**config.mk**
```make
export PLATFORM = sky130hd
export DESIGN_NAME = ppu_row_scheduler_flat
export DESIGN_NICKNAME = d
export VERILOG_FILES = /design/src/rtl/ppu_sched_pkg.sv /design/src/rtl/ppu_row_scheduler_if.sv /design/src/rtl/sat_counter.sv /design/src/rtl/ppu_row_scheduler.sv /design/src/flat_wrapper.sv
export SDC_FILE = /design/constraint.sdc
export NUM_CORES = 1
export LEC_CHECK = 0
export ABC_AREA = 0
export CAP_MARGIN = 20
export CORE_ASPECT_RATIO = 0.7
export CORE_MARGIN = 2
export CORE_UTILIZATION = 50
export CTS_CLUSTER_SIZE = 40
export DETAILED_ROUTE_END_ITERATION = 8
export DONT_BUFFER_PORTS = 1
export GPL_ROUTABILITY_DRIVEN = 0
export PLACE_DENSITY = 0.67
export SLEW_MARGIN = 20
export SYNTH_ARGS = -nofsm -noshare
export SYNTH_HDL_FRONTEND = slang
export SYNTH_SLANG_ARGS = --single-unit
```
**constraint.sdc**
```tcl
create_clock -name clk -period 4.6 [get_ports clk]
set_input_delay 0.92 -clock clk [delete_from_list [all_inputs] [get_ports clk]]
set_output_delay 0.92 -clock clk [all_outputs]
set_load 0.1 [all_outputs]
```
**src/rtl/ppu_sched_pkg.sv**
```systemverilog
`default_nettype none
// ============================================================================
// Module      : ppu_sched_pkg
// Description : Shared types and constants for the PPU row scheduler.
// Revision    : 1.0 - initial release
// ============================================================================
package ppu_sched_pkg;

    localparam int         DEF_NUM_ROWS = 240;
    localparam logic [7:0] UNDERRUN_SAT = 8'hFF;

    typedef enum logic [2:0] {
        ST_IDLE      = 3'd0,
        ST_SYNC      = 3'd1,
        ST_VBWAIT    = 3'd2,
        ST_RENDER    = 3'd3,
        ST_WAIT_SWAP = 3'd4,
        ST_WAIT_VB   = 3'd5
    } sched_state_t;

endpackage
`default_nettype wire

```
**src/rtl/ppu_row_scheduler_if.sv**
```systemverilog
`default_nettype none
// ============================================================================
// Module      : ppu_row_scheduler_if
// Description : Scan-out timing, PPU render command and VRAM sync signals
//               seen by the row scheduler. master = scheduler side,
//               slave = HDMI/PPU/VRAM side.
// Revision    : 1.0 - initial release
// ============================================================================
interface ppu_row_scheduler_if #(
    parameter int ROW_W   = 8,
    parameter int FRAME_W = 16
);
    logic               rowram_swap;
    logic               vblank_start;
    logic               vblank_end_soon;
    logic               render_start;
    logic [ROW_W-1:0]   render_row;
    logic               render_done;
    logic               render_abort;
    logic               vram_sync_req;
    logic               vram_sync_ack;
    logic               in_vblank;
    logic [FRAME_W-1:0] frame_count;
    logic               underrun;
    logic [7:0]         underrun_count;
    logic               desync;

    modport master (
        input  rowram_swap, vblank_start, vblank_end_soon, render_done, vram_sync_ack,
        output render_start, render_row, render_abort, vram_sync_req, in_vblank,
               frame_count, underrun, underrun_count, desync
    );

    modport slave (
        output rowram_swap, vblank_start, vblank_end_soon, render_done, vram_sync_ack,
        input  render_start, render_row, render_abort, vram_sync_req, in_vblank,
               frame_count, underrun, underrun_count, desync
    );
endinterface
`default_nettype wire

```
**src/rtl/sat_counter.sv**
```systemverilog
`default_nettype none
// ============================================================================
// Module      : sat_counter
// Description : 8-bit incrementer that sticks at UNDERRUN_SAT; cleared only
//               by the synchronous reset.
// Revision    : 1.0 - initial release
// ============================================================================
module sat_counter
    import ppu_sched_pkg::*;
(
    input  logic       clk,
    input  logic       rst,
    input  logic       i_inc,
    output logic [7:0] o_count
);
    logic [7:0] r_count;

    // Count increment requests, holding at the saturation value.
    always_ff @(posedge clk) begin
        if (rst) begin
            r_count <= 8'd0;
        end else if (i_inc && (r_count != UNDERRUN_SAT)) begin
            r_count <= r_count + 8'd1;
        end
    end

    assign o_count = r_count;
endmodule
`default_nettype wire

```
**src/rtl/ppu_row_scheduler.sv**
```systemverilog
`default_nettype none
// ============================================================================
// Module      : ppu_row_scheduler
// Description : Issues one PPU render command per visible row in lockstep
//               with HDMI row-RAM swaps, runs the per-frame VRAM sync during
//               vblank, and flags row underruns and frame desync.
// Revision    : 1.0 - initial release
// ============================================================================
module ppu_row_scheduler
    import ppu_sched_pkg::*;
#(
    parameter int NUM_ROWS = DEF_NUM_ROWS,
    parameter int ROW_W    = 8,
    parameter int FRAME_W  = 16
) (
    input  logic                clk,
    input  logic                rst,
    ppu_row_scheduler_if.master bus
);
    localparam logic [ROW_W-1:0] c_LAST_ROW = ROW_W'(NUM_ROWS - 1);

    sched_state_t       r_state;
    logic [ROW_W-1:0]   r_row;
    logic [FRAME_W-1:0] r_frame;
    logic               r_pending;
    logic               r_start;
    logic               r_abort;
    logic               r_underrun;
    logic               r_desync;
    logic               r_req;
    logic               r_in_vblank;
    logic [7:0]         w_underrun_count;
    logic               w_underrun_evt;
    logic               w_advance;

    // A swap landing while the row is still rendering is an underrun;
    // vblank_start takes priority over everything else.
    assign w_underrun_evt = !bus.vblank_start && (r_state == ST_RENDER)
                          && bus.rowram_swap && !bus.render_done;

    // The row RAM has been both filled and taken: move to the next row.
    assign w_advance = !bus.vblank_start &&
                       (((r_state == ST_WAIT_SWAP) && bus.rowram_swap) ||
                        ((r_state == ST_RENDER) && bus.render_done &&
                         (r_pending || bus.rowram_swap)));

    // Scheduler state machine with registered outputs.
    always_ff @(posedge clk) begin
        if (rst) begin
            r_state     <= ST_IDLE;
            r_row       <= '0;
            r_frame     <= '0;
            r_pending   <= 1'b0;
            r_start     <= 1'b0;
            r_abort     <= 1'b0;
            r_underrun  <= 1'b0;
            r_desync    <= 1'b0;
            r_req       <= 1'b0;
            r_in_vblank <= 1'b0;
        end else begin
            r_start    <= 1'b0;
            r_abort    <= 1'b0;
            r_underrun <= 1'b0;
            r_desync   <= 1'b0;
            if (bus.vblank_start) begin
                // Only IDLE and WAIT_VB expect vblank; anywhere else the frame slipped.
                r_desync    <= (r_state != ST_IDLE) && (r_state != ST_WAIT_VB);
                r_abort     <= (r_state == ST_RENDER);
                r_pending   <= 1'b0;
                r_state     <= ST_SYNC;
                r_req       <= 1'b1;
                r_in_vblank <= 1'b1;
            end else begin
                case (r_state)
                    ST_SYNC: begin
                        if (bus.vram_sync_ack) begin
                            r_req   <= 1'b0;
                            r_frame <= r_frame + FRAME_W'(1);
                            r_state <= ST_VBWAIT;
                        end
                    end
                    ST_VBWAIT: begin
                        if (bus.vblank_end_soon) begin
                            r_row       <= '0;
                            r_start     <= 1'b1;
                            r_in_vblank <= 1'b0;
                            r_state     <= ST_RENDER;
                        end
                    end
                    ST_RENDER: begin
                        if (bus.render_done) begin
                            r_pending <= 1'b0;
                            if (!r_pending && !bus.rowram_swap) begin
                                r_state <= ST_WAIT_SWAP;
                            end
                        end else if (bus.rowram_swap) begin
                            r_underrun <= 1'b1;
                            r_pending  <= 1'b1;
                        end
                    end
                    default: begin
                    end
                endcase
                if (w_advance) begin
                    if (r_row != c_LAST_ROW) begin
                        r_row   <= r_row + ROW_W'(1);
                        r_start <= 1'b1;
                        r_state <= ST_RENDER;
                    end else begin
                        r_state <= ST_WAIT_VB;
                    end
                end
            end
        end
    end

    sat_counter u_underrun_cnt (
        .clk     (clk),
        .rst     (rst),
        .i_inc   (w_underrun_evt),
        .o_count (w_underrun_count)
    );

    assign bus.render_start   = r_start;
    assign bus.render_row     = r_row;
    assign bus.render_abort   = r_abort;
    assign bus.vram_sync_req  = r_req;
    assign bus.in_vblank      = r_in_vblank;
    assign bus.frame_count    = r_frame;
    assign bus.underrun       = r_underrun;
    assign bus.underrun_count = w_underrun_count;
    assign bus.desync         = r_desync;
endmodule
`default_nettype wire

```
**src/flat_wrapper.sv**
```systemverilog
// flat-port wrapper written by rule: the top's interface ports become plain ports
module ppu_row_scheduler_flat import ppu_sched_pkg::*;
#(
    parameter int NUM_ROWS = DEF_NUM_ROWS,
    parameter int ROW_W    = 8,
    parameter int FRAME_W  = 16
)
  (clk, rst, bus_rowram_swap, bus_vblank_start, bus_vblank_end_soon, bus_render_done, bus_vram_sync_ack, bus_render_start, bus_render_row, bus_render_abort, bus_vram_sync_req, bus_in_vblank, bus_frame_count, bus_underrun, bus_underrun_count, bus_desync);
  ppu_row_scheduler_if #(.ROW_W(ROW_W), .FRAME_W(FRAME_W)) bus_i ();
  input  logic clk;
  input  logic rst;
  input wire logic [$bits(bus_i.rowram_swap)-1:0] bus_rowram_swap;
  input wire logic [$bits(bus_i.vblank_start)-1:0] bus_vblank_start;
  input wire logic [$bits(bus_i.vblank_end_soon)-1:0] bus_vblank_end_soon;
  input wire logic [$bits(bus_i.render_done)-1:0] bus_render_done;
  input wire logic [$bits(bus_i.vram_sync_ack)-1:0] bus_vram_sync_ack;
  output wire logic [$bits(bus_i.render_start)-1:0] bus_render_start;
  output wire logic [$bits(bus_i.render_row)-1:0] bus_render_row;
  output wire logic [$bits(bus_i.render_abort)-1:0] bus_render_abort;
  output wire logic [$bits(bus_i.vram_sync_req)-1:0] bus_vram_sync_req;
  output wire logic [$bits(bus_i.in_vblank)-1:0] bus_in_vblank;
  output wire logic [$bits(bus_i.frame_count)-1:0] bus_frame_count;
  output wire logic [$bits(bus_i.underrun)-1:0] bus_underrun;
  output wire logic [$bits(bus_i.underrun_count)-1:0] bus_underrun_count;
  output wire logic [$bits(bus_i.desync)-1:0] bus_desync;
  assign bus_i.rowram_swap = bus_rowram_swap;
  assign bus_i.vblank_start = bus_vblank_start;
  assign bus_i.vblank_end_soon = bus_vblank_end_soon;
  assign bus_i.render_done = bus_render_done;
  assign bus_i.vram_sync_ack = bus_vram_sync_ack;
  assign bus_render_start = bus_i.render_start;
  assign bus_render_row = bus_i.render_row;
  assign bus_render_abort = bus_i.render_abort;
  assign bus_vram_sync_req = bus_i.vram_sync_req;
  assign bus_in_vblank = bus_i.in_vblank;
  assign bus_frame_count = bus_i.frame_count;
  assign bus_underrun = bus_i.underrun;
  assign bus_underrun_count = bus_i.underrun_count;
  assign bus_desync = bus_i.desync;
  ppu_row_scheduler #(.NUM_ROWS(NUM_ROWS), .ROW_W(ROW_W), .FRAME_W(FRAME_W)) u_core (.clk(clk), .rst(rst), .bus(bus_i));
endmodule
```
# Word level (Yosys, flattened, before mapping)
# Index checks and enable logic that the tools add are counted.
[totals]
inputBits = 7
wordCells = 90
out_inout_bits = 38
register_bits = 42
[classes]
reduce_logical = 33
bitwise = 2
muxes = 25
n_addsub = 3
eq_ne = 15
[op_table]
columns = ["op", "n"]
rows = [
  ["$mux 8", 4],
  ["$mux 3", 6],
  ["$add 16x1->16 const B", 1],
  ["$add 8x1->8 const B", 2],
  ["$ne 4x3->1 const B", 4],
  ["$ne 8x8->1 const B", 2],
  ["$mux 1", 14],
  ["$ne 3x2->1 const B", 4],
  ["$logic_and 1x1->1", 10],
  ["$reduce_and 5->1", 2],
  ["$reduce_bool 2->1", 5],
  ["$pmux 3 s3", 1],
  ["$eq 3x2->1 const B", 2],
  ["$reduce_and 2->1", 3],
  ["$reduce_bool 5->1", 1],
  ["$logic_not 1->1", 4],
  ["$reduce_bool 4->1", 1],
  ["$reduce_or 2->1", 2],
  ["$reduce_or 4->1", 1],
  ["$eq 3x1->1 const B", 1],
  ["$eq 3x3->1 const B", 1],
  ["$ne 3x3->1 const B", 1],
  ["$reduce_and 3->1", 1],
  ["$reduce_bool 3->1", 1],
  ["other kinds (2)", 4],
]

# Depth between registers and ports, before layout
# Gate-level depths: netlist of run 1.
[depth]
ltp_word = 7
depth_mapped = 7
mapped_depth_nobuf = 6

# Modules after synthesis
# A second synthesis of run 1 with hierarchy kept.
[unflattened]
hier_cells = 230
hier_area_um2 = 2073.2
[by_module_without_submodules]
columns = ["mod", "area_per_inst_um2", "cells_per_inst", "seq_area_each_um2", "instances"]
rows = [
  ["ppu_row_scheduler", 1642.8, 184, 680.7, 1],
  ["sat_counter", 430.4, 46, 160.2, 1],
]

# Worst setup path before layout of run 1
# OpenSTA, ideal clock, no wires.
[synth_timing]
path_type = "reg-to-reg"
from = "register u_core.r_row[1], in the netlist u_core.bus.render_row[1]"
to = "register u_core.r_row[7], in the netlist u_core.bus.render_row[7]"
t_required_ns = 4.507
setup_slack_ns = 2.209
n_path_buf = 0
setup_ns = 0.093
t_arrival_ns = 2.299
stages_incl_launch_ff = 7
synth_period_minus_slack_ns = 2.391
path_cell_list = "dfxtp_1 ha_1 and3_1 nor4b_2 or3_1 a221oi_2 o32ai_1"
[synth_via]
elab_chain_cells = 3
word_cells_on_any_way = 4
cone_classes = "add/sub: 1; eq/ne: 1; mux: 2"
[synth_lines]
columns = ["item", "line_no", "source"]
rows = [
  ["start, declared", "ppu_row_scheduler.sv:23", "logic [ROW_W-1:0] r_row;"],
  ["start signal, assigned", "ppu_row_scheduler.sv:106", "r_row <= r_row + ROW_W'(1);"],
  ["$add 8x1->8 or $ne 8x8->1 (tied branches)", "ppu_row_scheduler.sv:106, ppu_row_scheduler.sv:105", ""],
  ["$mux 8 *", "ppu_row_scheduler.sv:105", "if (r_row != c_LAST_ROW) begin"],
  ["$mux 8 *", "ppu_row_scheduler.sv:104", "if (w_advance) begin"],
]
# Mark *: on every way between the ends. The rest lies on a longest branch, timed or not.
# A chain may end at the register's enable or synchronous reset.

# Worst setup path in the final report of run 1
[layout_timing]
from = "register u_core.r_row[1], in the netlist u_core.bus.render_row[1]"
to = "register u_core.r_row[0], in the netlist u_core.bus.render_row[0]"
[layout_via]
elab_chain_cells = 3
[layout_lines]
columns = ["item", "line_no"]
rows = [
  ["$ne 8x8->1", "ppu_row_scheduler.sv:105"],
  ["$mux 8", "ppu_row_scheduler.sv:105"],
  ["$mux 8", "ppu_row_scheduler.sv:104"],
]
# No other way between the ends.

==> flow_summary.toml, run 1 <==
[clock_network]
htreeDepth = 2
cts.sinks = 42
postCtsSetupRepairBufs = 0
clk_latency_ns = 0.29
cts_tree = "built"
postCtsHoldBufs = 0
root_buffer = "clkbuf_8"
cts-resized-gates = 0
clkTransAtPathRegs_ns = 0.09
cts_buffers = 5
clockBufferDepth = 2

[worst_setup_path]
slowest_stage = "dfxtp_1"
crit_buf_inv = 0
max_stage_delay_ns = 1.04
critPathMaxFanout = 5
cpMostUsedCell = "nor3_2"
crit_family = "flip-flops"
path_class = "register to register"
path_cells = "ha_1 > and3_1 > nor4b_2 > nor3_2 > nor3_2 > mux2_2"
start_kind = "register"
endpoint_kind = "register"
crit_required_ns = 4.84
worstPathArrival_ns = 2.85

[place]
dp_hpwl_um = 2910
dp_cells = 277
io_buffers = 0
place_ws_ns = 2.05

[sta]
fmax_mhz = 383
slew_violations = 0
worstMarginPinSlew_ns = 1.09
fin_tns_setup_ns = 0
rsz0062_at_grt = "no"
finalHoldWorstSlack_ns = 0.531
clock_skew_ns = 0.00845
timing.final.hold_violations = 0
finalCritPeriodShare_pct = 56.8
finalWorstSetupSlack_ns = 1.99
relSlewSlack_pct = 27.2
period_minus_slack_ns = 2.61
setup_viol = 0

[route]
finalWirelength_um = 4080
drt-initial-drc-count = 121
first_pass_iters = 4
via_count = 1593
drc_errors = 0
antenna_left = 0
post_drt_wl_per_cell_um = 14.3
via_per_inst = 5.59

[final_layout]
layout.cells.non_filler = 285
syn_to_final_growth_pct = 5.81
final_common_cell = "dfxtp_1"
nets = 242
layout_common_cells = "dfxtp_1, nor2_1, xor2_1, nand2_1, a21oi_1"
drive_gt1_share_pct = 11.6
antenna-diode-count = 0
fin_util_pct = 55.4

[synthesis]
synth-edff-count = 0
syn_nets = 242
synthTopCellsByArea = "dfxtp_1, xor2_1, nor2_1"
synth-seq-area-share_pct = 40.7
ys_warn_count = 0
avgSynthCellArea_um2 = 8.90
yosysTopAreaCellShare_pct = 40.7
synth_cell_types = 46
synth_largest_area_cell = "dfxtp_1"
async_flop_share_pct = 0
syn_inst = 232
syn_area_um2 = 2070
synth_seq_cells = 42
ys.flop_type = "dfxtp_1"

[die]
io_pins = 45
die_w_um = 80.8
initial_utilization_pct = 52.3
core_area_um2 = 3950
rows = 19
dieArea_um2 = 4670
die_y_um = 57.8

[power]
vdd_drop_max_mv = 0.154
leakagePower_nw = 0.776
powerDensity_nw_per_um2 = 293
p_seq_share_pct = 60.7
clockPowerShare_pct = 36.5
p_int_mw = 0.483
p_sw_mw = 0.157
swShare_pct = 24.6
comb_power_share_pct = 2.9

[global_routing]
grt-busiest-layer = "met1"
grtUsageMet2_pct = 24.7
grt_max_degree = 38
gr-usage-met1_pct = 28.8
grt_pass1_vias = 1382
globalRouteOverflowTotal = 0
met3_usage_pct = 5.45
antenna_found_initial = 0
grt_pass1_wl_um = 6730
track_usage_pct = 18.4

[status]
outcome = "finished, final reports clean"

[job]
max_cap_violations = 0

[min_path]
holdCritPathClass = "register to register"
==> layer usage <==
metal / vias to the layer above / share of wire [%]
li1: 822 / -
met1: 723 / 55
met2: 46 / 38
met3: 2 / 6.8
met4: 0 / 0.44
met5: - / 0
==> worst paths after layout <==
path | start | endpoint | slack, ns | cells past startpoint
max | u_core.bus.render_row[1]$_SDFFE_PP0N_ | u_core.bus.render_row[0]$_SDFFE_PP0N_ | 1.99 | 6
min | u_core.r_pending$_SDFFE_PP0P_ | u_core.r_pending$_SDFFE_PP0P_ | 0.53 | 2
max reg2reg | u_core.bus.render_row[1]$_SDFFE_PP0N_ | u_core.bus.render_row[0]$_SDFFE_PP0N_ | 1.99 | 6
min reg2reg | u_core.r_pending$_SDFFE_PP0P_ | u_core.r_pending$_SDFFE_PP0P_ | 0.53 | 2
==> synth_stat cells (3+ instances only) <==
master,n
inv_1,6
o21ai_0,5
xnor2_1,8
nor3_1,5
a22o_1,4
dfxtp_1,42
nand2_1,15
clkbuf_1,7
xor2_1,15
ha_1,3
nand3_1,13
nand4_1,10
and3_1,3
and4_1,5
or3_1,4
a21oi_1,14
nor2_1,33
a31oi_1,5
==> state kept, by name, indices dropped and copies added (netlist names) <==
register,count
u_core.u_underrun_cnt.o_count,8
u_core.bus.render_row,8
u_core.bus.vram_sync_req,1
u_core.bus.desync,1
u_core.r_pending,1
u_core.bus.in_vblank,1
u_core.bus.frame_count,16
u_core.r_state,3
u_core.bus.render_start,1
u_core.bus.underrun,1
u_core.bus.render_abort,1
==> tightest hold or removal path, cell delays in order, from the launching register on <==
cell and delay (ns):
dfxtp_1 0.33, a21oi_1 0.11, a211oi_1 0.05
==> kinds of logic (layout without fill, tap and decap cells) <==
family,Yosys count,count (layout),synth area share (%)
mux,3,3,1.57
simple gates,107,107,30.1
xor+xnor,23,23,9.75
buf+inv,18,19,4.24
flops,42,42,40.7
compound gates,36,36,11.8
fa+ha+maj,3,3,1.82
==> through the flow <==
| step | cell area (um2) | power, mW |
|---|---|---|
| floorplan | 2070 | 0.419 |
| global placement | 2100 | 0.415 |
| detailed placement | 2100 | 0.415 |
| CTS | 2190 | 0.646 |
| global route | 2190 | 0.663 |
| finish | 2190 | 0.640 |
==> power groups by stage <==
stage,Sequential [mW],Combinational [mW],Clock [mW]
floorplan,0.394,0.0254,0
global placement,0.397,0.0178,0
detailed placement,0.397,0.0182,0
CTS,0.388,0.0183,0.239
global route,0.389,0.0207,0.253
finish,0.388,0.0183,0.233
==> area by class of cell <==
type / instances / area, um2
sequential: 42 / 841
tap: 52 / 65.1
fill: 386 / 1760
clock inverter: 2 / 13.8
inverter: 7 / 26.3
timing repair buffer: 4 / 30.0
clock buffer: 6 / 72.6
multi-input combinational: 172 / 1140
No activity file was read; power rests on OpenSTA's default activity.
==> inputs of run 2 (changes only) <==
PLACE_DENSITY = 0.7   (was 0.67)
clock period = 2.2 ns   (was 4.6 ns; I/O delays follow)
==> run 2 against run 1 <==
Effect of this change:
- total power up 110%
- clock power up 110%
- flip-flop and latch count unchanged
- routed wire length up 5.6%
- sequential power up 99%
- first-iteration DRC count down 27%
- clock skew down 0.0045 ns
- register-to-register slack worse by 1.7 ns
- design area up 12%
- largest cell class unchanged
- global-route usage up 1.8 points
- utilization up 6.8 points
==> flow_summary.toml, run 2 (synthesis gave the netlist of run 1 again) <==
[sta]
finalHoldWorstSlack_ns = 0.201
relSlewSlack_pct = 64.0
rsz0062_at_grt = "no"
fin_tns_setup_ns = 0
setup_viol = 0
clock_skew_ns = 0.00390
fmax_mhz = 530
finalWorstSetupSlack_ns = 0.315
period_minus_slack_ns = 1.89
slew_violations = 0
finalCritPeriodShare_pct = 85.7
worstMarginPinSlew_ns = 0.535
timing.final.hold_violations = 0

[clock_network]
clkTransAtPathRegs_ns = 0.07
htreeDepth = 2
clk_latency_ns = 0.30
postCtsSetupRepairBufs = 0
clockBufferDepth = 2
cts_buffers = 5
cts.sinks = 42
cts_tree = "built"
root_buffer = "clkbuf_8"
cts-resized-gates = 0
postCtsHoldBufs = 0

[route]
wl_met2_um = 1710
via_count = 1741
drc_errors = 0
antenna_left = 0
first_pass_iters = 4
drt-initial-drc-count = 88
via_per_inst = 5.46
dr_wl_met3_um = 356
post_drt_wl_per_cell_um = 13.5
wl_met1_um = 2170
finalWirelength_um = 4310
top_layer = "met4"

[worst_setup_path]
r2r_cells = 5
crit_required_ns = 2.43
crit-reg2reg-launch = "u_core.r_state[1]$_SDFFE_PP0P_"
reg2reg_to = "u_core.u_underrun_cnt.o_count[5]$_SDFFE_PP0P_"
rrSetupSlack_ns = 0.31
worstPathArrival_ns = 2.12
critPathMaxFanout = 11
path_cells = "and3b_2 > and3_1 > nand2_4 > or3_1 > a21oi_1"
path_class = "register to register"
setup.worst_path.start = "u_core.r_state[1]$_SDFFE_PP0P_"
slowest_stage = "dfxtp_1"
max_stage_delay_ns = 0.51
endpoint_kind = "register"
start_kind = "register"

[job]
max_cap_violations = 0

[min_path]
min_path_cells = 1
holdCritPathClass = "primary input to register"
holdPathEnd = "u_core.bus.vram_sync_req$_SDFFE_PP0P_"
hp-start = "rst"

[final_layout]
largest_reg_flops = 16
drive_gt1_share_pct = 24.0
antenna-diode-count = 0
syn_to_final_growth_pct = 18.8
layout_common_cells = "buf_4, dfxtp_1, nor2_1, xor2_1, nand2_1"
layout.cells.non_filler = 319
nets = 278
fin_util_pct = 62.2

[place]
io_buffers = 0
dp_cells = 313
place_ws_ns = 0.366
dp_hpwl_um = 3170

[die]
die_w_um = 80.8
initial_utilization_pct = 52.3
die_y_um = 57.8
rows = 19
dieArea_um2 = 4670
core_area_um2 = 3950
io_pins = 45

[global_routing]
antenna_found_initial = 0
grt_pass1_wl_um = 7250
grt_max_degree = 38
globalRouteOverflowTotal = 0
grt_pass1_vias = 1600
track_usage_pct = 20.3

[power]
p_sw_mw = 0.318
leakagePower_nw = 0.970
swShare_pct = 23.5
p_int_mw = 1.03
vdd_drop_max_mv = 0.363
powerDensity_nw_per_um2 = 551
comb_power_share_pct = 6.4
p_seq_share_pct = 57.2
clockPowerShare_pct = 36.5

[status]
outcome = "finished, final reports clean"
-- run 2: cell count changes in the layout (fill, tap and decap cells not counted), sizes merged --
cell,before,now
clkinv,2,0
buf,4,40
-- run 2: worst max path at each step --
| stage | to | slack (ns) |
|---|---|---|
| finish | u_core.u_underrun_cnt.o_count[5]$_SDFFE_PP0P_ | 0.31 |
| global route | u_core.u_underrun_cnt.o_count[5]$_SDFFE_PP0P_ | 0.23 |
| CTS | u_core.u_underrun_cnt.o_count[5]$_SDFFE_PP0P_ | 0.34 |
| detailed placement | u_core.u_underrun_cnt.o_count[5]$_SDFFE_PP0P_ | 0.37 |
| global placement | u_core.u_underrun_cnt.o_count[5]$_SDFFE_PP0P_ | 0.44 |
| floorplan | u_core.bus.render_row[7]$_SDFFE_PP0N_ | 0.02 |
-- run 2: layout make-up --
| cell class | count | area (um2) |
|---|---|---|
| clock buffer | 6 | 82.6 |
| fill | 341 | 1490 |
| sequential | 42 | 843 |
| inverter | 7 | 26.3 |
| multi-input combinational | 172 | 1140 |
| timing repair buffer | 40 | 300 |
| tap | 52 | 65.1 |
-- run 2: stage by stage --
stage	total power, mW	cell area (um2)
global placement	0.876	2370
floorplan	0.877	2070
finish	1.35	2450
CTS	1.37	2450
global route	1.40	2450
detailed placement	0.877	2370
-- run 2: per-layer routing --
layer | vias up | global-route usage (%)
met3 | 6 | 6.85
li1 | 888 | -
met4 | 0 | 10.2
met5 | - | 0
met1 | 788 | 28.8
met2 | 59 | 27.4
-- run 2: worst max-delay path: cells and delay by family (launching register included) --
kind            cells  cell delay, ns
flops               1            0.51
simple gates        4            1.15
compound gates      1            0.15
-- run 2: power by group through the flow --
stage / sequential, mW / combinational (mW) / clock [mW]
after detailed placement: 0.791 / 0.0860 / 0
after floorplan: 0.824 / 0.0531 / 0
after global routing: 0.774 / 0.0928 / 0.537
after CTS: 0.773 / 0.0862 / 0.508
final: 0.773 / 0.0861 / 0.493
after global placement: 0.791 / 0.0859 / 0
